$ cat config.mk
export PLATFORM = sky130hd
export DESIGN_NAME = mix_column
export DESIGN_NICKNAME = d
export VERILOG_FILES = /design/src/rtl/mix_column.sv
export SDC_FILE = /design/constraint.sdc
export NUM_CORES = 1
export LEC_CHECK = 0
export CORE_ASPECT_RATIO = 0.5
export CORE_MARGIN = 2
export CORE_UTILIZATION = 46
export CTS_CLUSTER_DIAMETER = 80
export CTS_CLUSTER_SIZE = 25
export DETAILED_ROUTE_END_ITERATION = 16
export HOLD_SLACK_MARGIN = 0.1
export PLACE_DENSITY = 0.71
export SETUP_SLACK_MARGIN = 0.4
export SLEW_MARGIN = 20
export SYNTH_ARGS = -nofsm -noshare
export SYNTH_HDL_FRONTEND = slang
export SYNTH_SLANG_ARGS = --single-unit
$ cat constraint.sdc
create_clock -name clk -period 2.2 [get_ports clk]
set_input_delay 0.22 -clock clk [delete_from_list [all_inputs] [get_ports clk]]
set_output_delay 0.22 -clock clk [all_outputs]
set_load 0.01 [all_outputs]
$ cat src/rtl/mix_column.sv
// One output byte of AES MixColumns / InvMixColumns over GF(2^8), poly 0x11B.
// The byte is picked by row and registered with one cycle of latency.
module mix_column (
   input  logic       clk,
   input  logic       rst,
   input  logic       in_valid,
   input  logic       inv,
   input  logic [1:0] row,
   input  logic [7:0] col_in0,
   input  logic [7:0] col_in1,
   input  logic [7:0] col_in2,
   input  logic [7:0] col_in3,
   output logic [7:0] col_out,
   output logic       out_valid
);

   function automatic logic [7:0] xtime(input logic [7:0] x);
      xtime = {x[6:0], 1'b0} ^ (x[7] ? 8'h1b : 8'h00);
   endfunction

   logic [7:0] w_a   [4];
   logic [7:0] w_xt1 [4];
   logic [7:0] w_xt2 [4];
   logic [7:0] w_xt3 [4];
   logic [7:0] w_m2  [4];
   logic [7:0] w_m3  [4];
   logic [7:0] w_m9  [4];
   logic [7:0] w_mb  [4];
   logic [7:0] w_md  [4];
   logic [7:0] w_me  [4];
   logic [7:0] w_fwd;
   logic [7:0] w_inv;
   logic [7:0] w_res;

   assign w_a[0] = col_in0;
   assign w_a[1] = col_in1;
   assign w_a[2] = col_in2;
   assign w_a[3] = col_in3;

   // Every constant product of every byte is formed; the row mux then picks them.
   always_comb begin
      for (int k = 0; k < 4; k++) begin
         w_xt1[k] = xtime(w_a[k]);
         w_xt2[k] = xtime(w_xt1[k]);
         w_xt3[k] = xtime(w_xt2[k]);
         w_m2[k]  = w_xt1[k];
         w_m3[k]  = w_xt1[k] ^ w_a[k];
         w_m9[k]  = w_xt3[k] ^ w_a[k];
         w_mb[k]  = w_xt3[k] ^ w_xt1[k] ^ w_a[k];
         w_md[k]  = w_xt3[k] ^ w_xt2[k] ^ w_a[k];
         w_me[k]  = w_xt3[k] ^ w_xt2[k] ^ w_xt1[k];
      end
   end

   always_comb begin
      w_fwd = 8'h00;
      w_inv = 8'h00;
      case (row)
         2'd0: begin
            w_fwd = w_m2[0] ^ w_m3[1] ^ w_a[2]  ^ w_a[3];
            w_inv = w_me[0] ^ w_mb[1] ^ w_md[2] ^ w_m9[3];
         end
         2'd1: begin
            w_fwd = w_a[0]  ^ w_m2[1] ^ w_m3[2] ^ w_a[3];
            w_inv = w_m9[0] ^ w_me[1] ^ w_mb[2] ^ w_md[3];
         end
         2'd2: begin
            w_fwd = w_a[0]  ^ w_a[1]  ^ w_m2[2] ^ w_m3[3];
            w_inv = w_md[0] ^ w_m9[1] ^ w_me[2] ^ w_mb[3];
         end
         default: begin
            w_fwd = w_m3[0] ^ w_a[1]  ^ w_a[2]  ^ w_m2[3];
            w_inv = w_mb[0] ^ w_md[1] ^ w_m9[2] ^ w_me[3];
         end
      endcase
   end

   assign w_res = inv ? w_inv : w_fwd;

   logic [7:0] r_col_out;
   logic       r_out_valid;

   always_ff @(posedge clk) begin
      if (rst) begin
         r_col_out   <= 8'h00;
         r_out_valid <= 1'b0;
      end else begin
         r_out_valid <= in_valid;
         if (in_valid) r_col_out <= w_res;
      end
   end

   assign col_out   = r_col_out;
   assign out_valid = r_out_valid;

endmodule

# After elaboration in Yosys (flattened, before gate mapping)
# Cells that the tools add are included.
[totals] inputBits=38 register_bits=9 elab_cells=84 out_inout_bits=9
[classes] n_reduce_logical=1 n_eq_ne=2 n_bitwise=64 mux=15
[op_table] operator="XOR 8 bit" count=52
[op_table] operator="XOR 8 x 5 -> 8 bit" count=12
[op_table] operator="2-to-1 mux 5 bit" count=12
[op_table] operator="case mux 8 bit (3 select lines)" count=2
[op_table] operator="2-to-1 mux 8 bit" count=1
[op_table] operator="== test 2 x 1 -> 1 bit, second input constant" count=1
[op_table] operator="== test 2 bit, second input constant" count=1
[op_table] operator="zero test 2 bit" count=1

# Logic depth before layout (Yosys ltp)
[logic_depth] word_depth=13 depth_mapped=8 mapped_depth_nobuf=7

# Worst setup path after synthesis
# No wires, ideal clock.
[synth_path] path_type="input -> register" start="in col_in3[5]" end="reg r_col_out[5], in the netlist col_out[5]" setup_ns=0.103 arrival_time_ns=2.065 path_buffers=1 path_slack_ns=0.031 required_time_ns=2.097 cell_stages=8 path_cell_list="buf_4 -> xnor2_4 -> xnor3_1 -> xor2_1 -> xnor3_1 -> nor2_1 -> a211oi_1 -> a2111oi_2"
[synth_between] elab_chain_cells=4 word_cells_on_any_way=13 classes_between="3 x mux; 10 x bitwise"
[synth_rtl] item="start, declared" line_no="12" text="input logic [7:0] col_in3,"
[synth_rtl] item="XOR 8 bit, on equally long branches (2 in a row)"
[synth_rtl] item="case mux 8 bit (3 select lines)" line_no="58" text="case (row)"
[synth_rtl] item="2-to-1 mux 8 bit (*)" line_no="78" text="assign w_res = inv ? w_inv : w_fwd;"
[synth_rtl] item="end signal, assigned" line_no="89" text="if (in_valid) r_col_out <= w_res;"
[synth_rtl] item="end, declared" line_no="80" text="logic [7:0] r_col_out;"
# Every way passes the cells marked *; elsewhere a longest branch is shown, timed or not.
# A chain may end at the register's enable or synchronous reset.

# Worst setup path in the final report
[layout_path] start="in col_in2[4]" end="reg r_col_out[5], in the netlist col_out[5]"
[layout_between] elab_chain_cells=7 word_cells_on_any_way=16 classes_between="3 x mux; 13 x bitwise"
[layout_rtl] item="start, declared" line_no="11" text="input logic [7:0] col_in2,"
[layout_rtl] item="XOR 8 x 5 -> 8 bit (*)" line_no="18" text="xtime = {x[6:0], 1'b0} ^ (x[7] ? 8'h1b : 8'h00);"
[layout_rtl] item="XOR 8 bit (2 in a row)" line_no="49" text="w_mb[k] = w_xt3[k] ^ w_xt1[k] ^ w_a[k];"
[layout_rtl] item="XOR 8 bit (2 in a row)" line_no="65" text="w_inv = w_m9[0] ^ w_me[1] ^ w_mb[2] ^ w_md[3];"
[layout_rtl] item="case mux 8 bit (3 select lines)" line_no="58"
[layout_rtl] item="2-to-1 mux 8 bit (*)" line_no="78"
# Marked as above.

==> impl_results.rst <==
.. list-table::
   :header-rows: 1

   * - Metric
     - Value
   * - Largest net degree at the start of global routing
     - 17
   * - Sort of element at the start of the critical path
     - primary input
   * - Final core utilization
     - between 80% and 90%
   * - Fin worst setup slack
     - 0.2167 ns
   * - Worst-path maximum fanout
     - 4
   * - Full die area
     - roughly 9000 um2
   * - Total negative setup slack
     - 0 ns
   * - Wire length of the first global-routing pass
     - 21.07 mm
   * - Chip height
     - just under 70 um
   * - Number of flops mapped to enable cells by yosys
     - 0
   * - Share of cells above drive strength 1
     - roughly 52%
   * - Combinational power share
     - a little under nine tenths
   * - Hold_sp
     - col_out[7]$_SDFFE_PP0P_
   * - Remaining antenna violation count
     - 0
   * - Pins over their slew limit
     - 0
   * - HPWL after detailed placement
     - 10.78 mm
   * - Depth of the worst register-to-register path
     - 3
   * - WHS Path Cells
     - 2
   * - Starting density of the core
     - about 47%
   * - Area share of the leading cell type in the synthesized netlist
     - 36.79%
   * - Clock latency on the worst-skew pair
     - 0.23 ns
   * - Top cells by area, synth
     - xnor2_1, xnor3_1, xor2_1, mux2i_1, dfxtp_1
   * - Most area-hungry cell type in the Yosys netlist
     - xnor2_1
   * - NetSw
     - approximately 1600 uW
   * - Syn avg cell area
     - around 9.4 um2
   * - R2R setup slack
     - around 1.4 ns
   * - Worst hold path class
     - reg -> reg
   * - IO Count
     - between 40 and 50
   * - Clock Path Buffers
     - 2
   * - Fraction of registers with async set/reset
     - 0%
   * - Critical register-to-register path startpoint
     - col_out[3]$_SDFFE_PP0P_
   * - Detailed Routing Iterations Pass 1
     - 5
   * - Sequential cell area
     - between 150 and 200 um2
   * - Average routed wire per standard cell
     - 21.84 um
   * - Die Wd
     - 132.3 um
   * - Count of port buffers added during placement
     - 46
   * - Row count
     - 23
   * - Global-route usage over all layers
     - roughly a third
   * - Number of violations of the max-capacitance limit
     - 0
   * - Worst setup path class
     - in -> reg
   * - Transition at the pin with the smallest max-transition slack
     - between 0.3 and 0.4 ns
   * - Number of instances in the synthesized netlist
     - between 400 and 500
   * - Clk sink count
     - 9
   * - Average via count per standard cell
     - between 5 and 6
   * - Final standard cell count with taps included and fillers excluded
     - between 700 and 800
   * - Maximum resistive drop on vdd
     - ~430 uV
   * - Iteration-0 DRC count of the detailed router
     - 337
   * - Max Clock Freq
     - approximately 0.50 GHz
   * - Status
     - completed
   * - Setup repair after global routing missed its margin
     - true
   * - Most frequent cells after synthesis
     - xnor2_1, xor2_1, xnor3_1, mux2i_1, buf_2
   * - Max-slew headroom
     - 73.79%
   * - Layout Nets
     - 637
   * - Static Leak
     - between 0.003 and 0.004 uW
   * - Primary flip-flop cell chosen by synthesis mapping
     - dfxtp_1
   * - Number of setup violations in the final report
     - 0
   * - Min cycle time layout
     - roughly 2.0 ns
   * - Kind of capture point of the worst setup path
     - register
   * - Routability-driven placement congestion ratio
     - approximately 1.0
   * - Routed vias
     - around 3700
   * - Reg clk slew, reported paths
     - roughly 0.040 ns
   * - Number of failing hold endpoints at the final stage
     - 0
   * - Worst setup slack after placement
     - -0.5059 ns
   * - Clock skew after layout
     - 0 ns
   * - Cell count after placement
     - 663
   * - Synthesis Warnings
     - 0
   * - Final worst path period share
     - 90.15%
   * - Multi-input gate area
     - about 4200 um2
   * - Capture point of the worst reg-to-reg path
     - col_out[3]$_SDFFE_PP0P_
   * - Area delta synth->final
     - 77.09%
   * - Fraction of the yosys area taken by sequential cells
     - 4.760%
   * - Sink of the worst hold path
     - col_out[7]$_SDFFE_PP0P_
   * - Clock tree from TritonCTS
     - yes
   * - Endpoint arrival time on the critical path
     - ~2.1 ns
   * - Hold WS
     - between 0.4 and 0.5 ns
   * - Required time reported for the critical path endpoint
     - about 2.3 ns
   * - Synthesized netlist net count
     - roughly 440
   * - Mapped Area
     - around 3800 um2
   * - Overall routed net length
     - between 15 and 20 mm
   * - Vias in the first global route
     - approximately 3500
   * - Root buf cell
     - clkbuf_16
   * - Remaining global-route overflow
     - 0
   * - DRC violation count after routing
     - 0
   * - Core Area
     - about 8000 um2
   * - Cell-internal power
     - around 2200 uW
   * - Switching portion of total power
     - 41.82%
   * - Clock group share of total power
     - 8.6%
   * - Number of antenna violations at the first check in global routing
     - 1
   * - Synthesis-stage register bit count
     - 9
   * - H-tree depth
     - 1
   * - Sequential Power Share
     - between 5 and 6%
   * - Most used standard cell by instance count after synthesis
     - xnor2_1
   * - Number of inserted filler cells in the final layout
     - slightly above 400
   * - Number of different library cells in the post-synthesis netlist
     - 37
   * - Power Density
     - approximately 560 nW/um2
   * - Clock buffers created by TritonCTS
     - 3
per-layer routing:
layer / GRT usage (%) / wire (um) / up-vias / share of wire (%)
li1: - / - / 1695 / -
met1: 45.26 / 6569 / 1799 / 42
met2: 50.39 / 6783 / 202 / 44
met3: 8.519 / 1879 / 29 / 12
met4: 4.704 / 294 / 0 / 1.9
met5: 0 / 0 / - / 0
final cells by class:
cell class / instances / share of cell area (%)
multi-input cells: 351 / 62.95
repair buffers: 233 / 31.01
flip-flops and latches: 9 / 2.688
well taps: 112 / 2.091
clock buffers: 4 / 1.176
inverters: 1 / 0.05600
diodes: 1 / 0.03733
worst max-delay path, stage by stage:
cell	delay [ns]
clkdlybuf4s15_2	0.25
buf_4	0.15
xor2_1	0.34
xnor2_2	0.16
xnor2_1	0.15
mux2i_1	0.14
xnor2_2	0.20
a22o_1	0.24
a2111oi_2	0.27
placed cells by master, fill, tap and decap left out, drive strengths merged, types with 2 or more instances in the layout:
master	count
dlymetal6s2s	2
nor2b	3
a211oi	6
nand2	14
o211ai	4
a31oi	2
a21oi	8
xnor3	27
clkdlybuf4s50	12
dlygate4sd2	2
xnor2	168
nor3b	2
a311oi	3
dfxtp	9
clkbuf	9
clkdlybuf4s15	6
xor2	55
nor2	15
xor3	3
mux2i	22
o21ai	7
buf	206
per-stage QoR:
stage               power (uW)  instance area (um2)
finish                    3720                 6703
global route              3858                 6700
CTS                       3444                 6356
detailed placement        2829                 5534
global placement          2800                 5534
floorplan                 1940                 4054
state kept, by name, indices dropped and copies added (netlist names):
register and cells:
col_out 8, out_valid 1
how the worst max path moves through the flow:
stage	from	to	slack [ns]
finish	col_in2[4]	col_out[5]$_SDFFE_PP0P_	0.22
global route	col_in0[6]	col_out[5]$_SDFFE_PP0P_	0.11
CTS	col_in1[4]	col_out[5]$_SDFFE_PP0P_	0.22
detailed placement	col_in1[4]	col_out[5]$_SDFFE_PP0P_	-0.51
global placement	col_in1[4]	col_out[5]$_SDFFE_PP0P_	-0.51
floorplan	col_in3[3]	col_out[5]$_SDFFE_PP0P_	0.32
kinds of logic after synthesis:
kind of cell / Yosys count / share of synthesized area (%)
flip-flops: 9 / 4.760
AO/OA/AOI/OAI: 37 / 6.711
multiplexers: 22 / 5.818
AND/OR/NAND/NOR: 39 / 4.562
XOR/XNOR: 253 / 72.03
buffers and inverters: 44 / 6.116
repair_timing:
item	4_1_cts	5_1_grt
buffers inserted	30	12
hold endpoints to repair	0	0
endpoints found under the setup margin	8	8
cloned	0	1
resized for setup	197	55
hold buffers	0	0
pin swaps	67	32
power by group through the flow:
stage                     Sequential, uW  Combinational, uW  Clock [uW]
after CTS                            201               2920         326
after global routing                 202               3330         330
final                                200               3200         322
after global placement               202               2600           0
after floorplan                      214               1730           0
after detailed placement             203               2630           0
(Power assumes the default switching activity.)
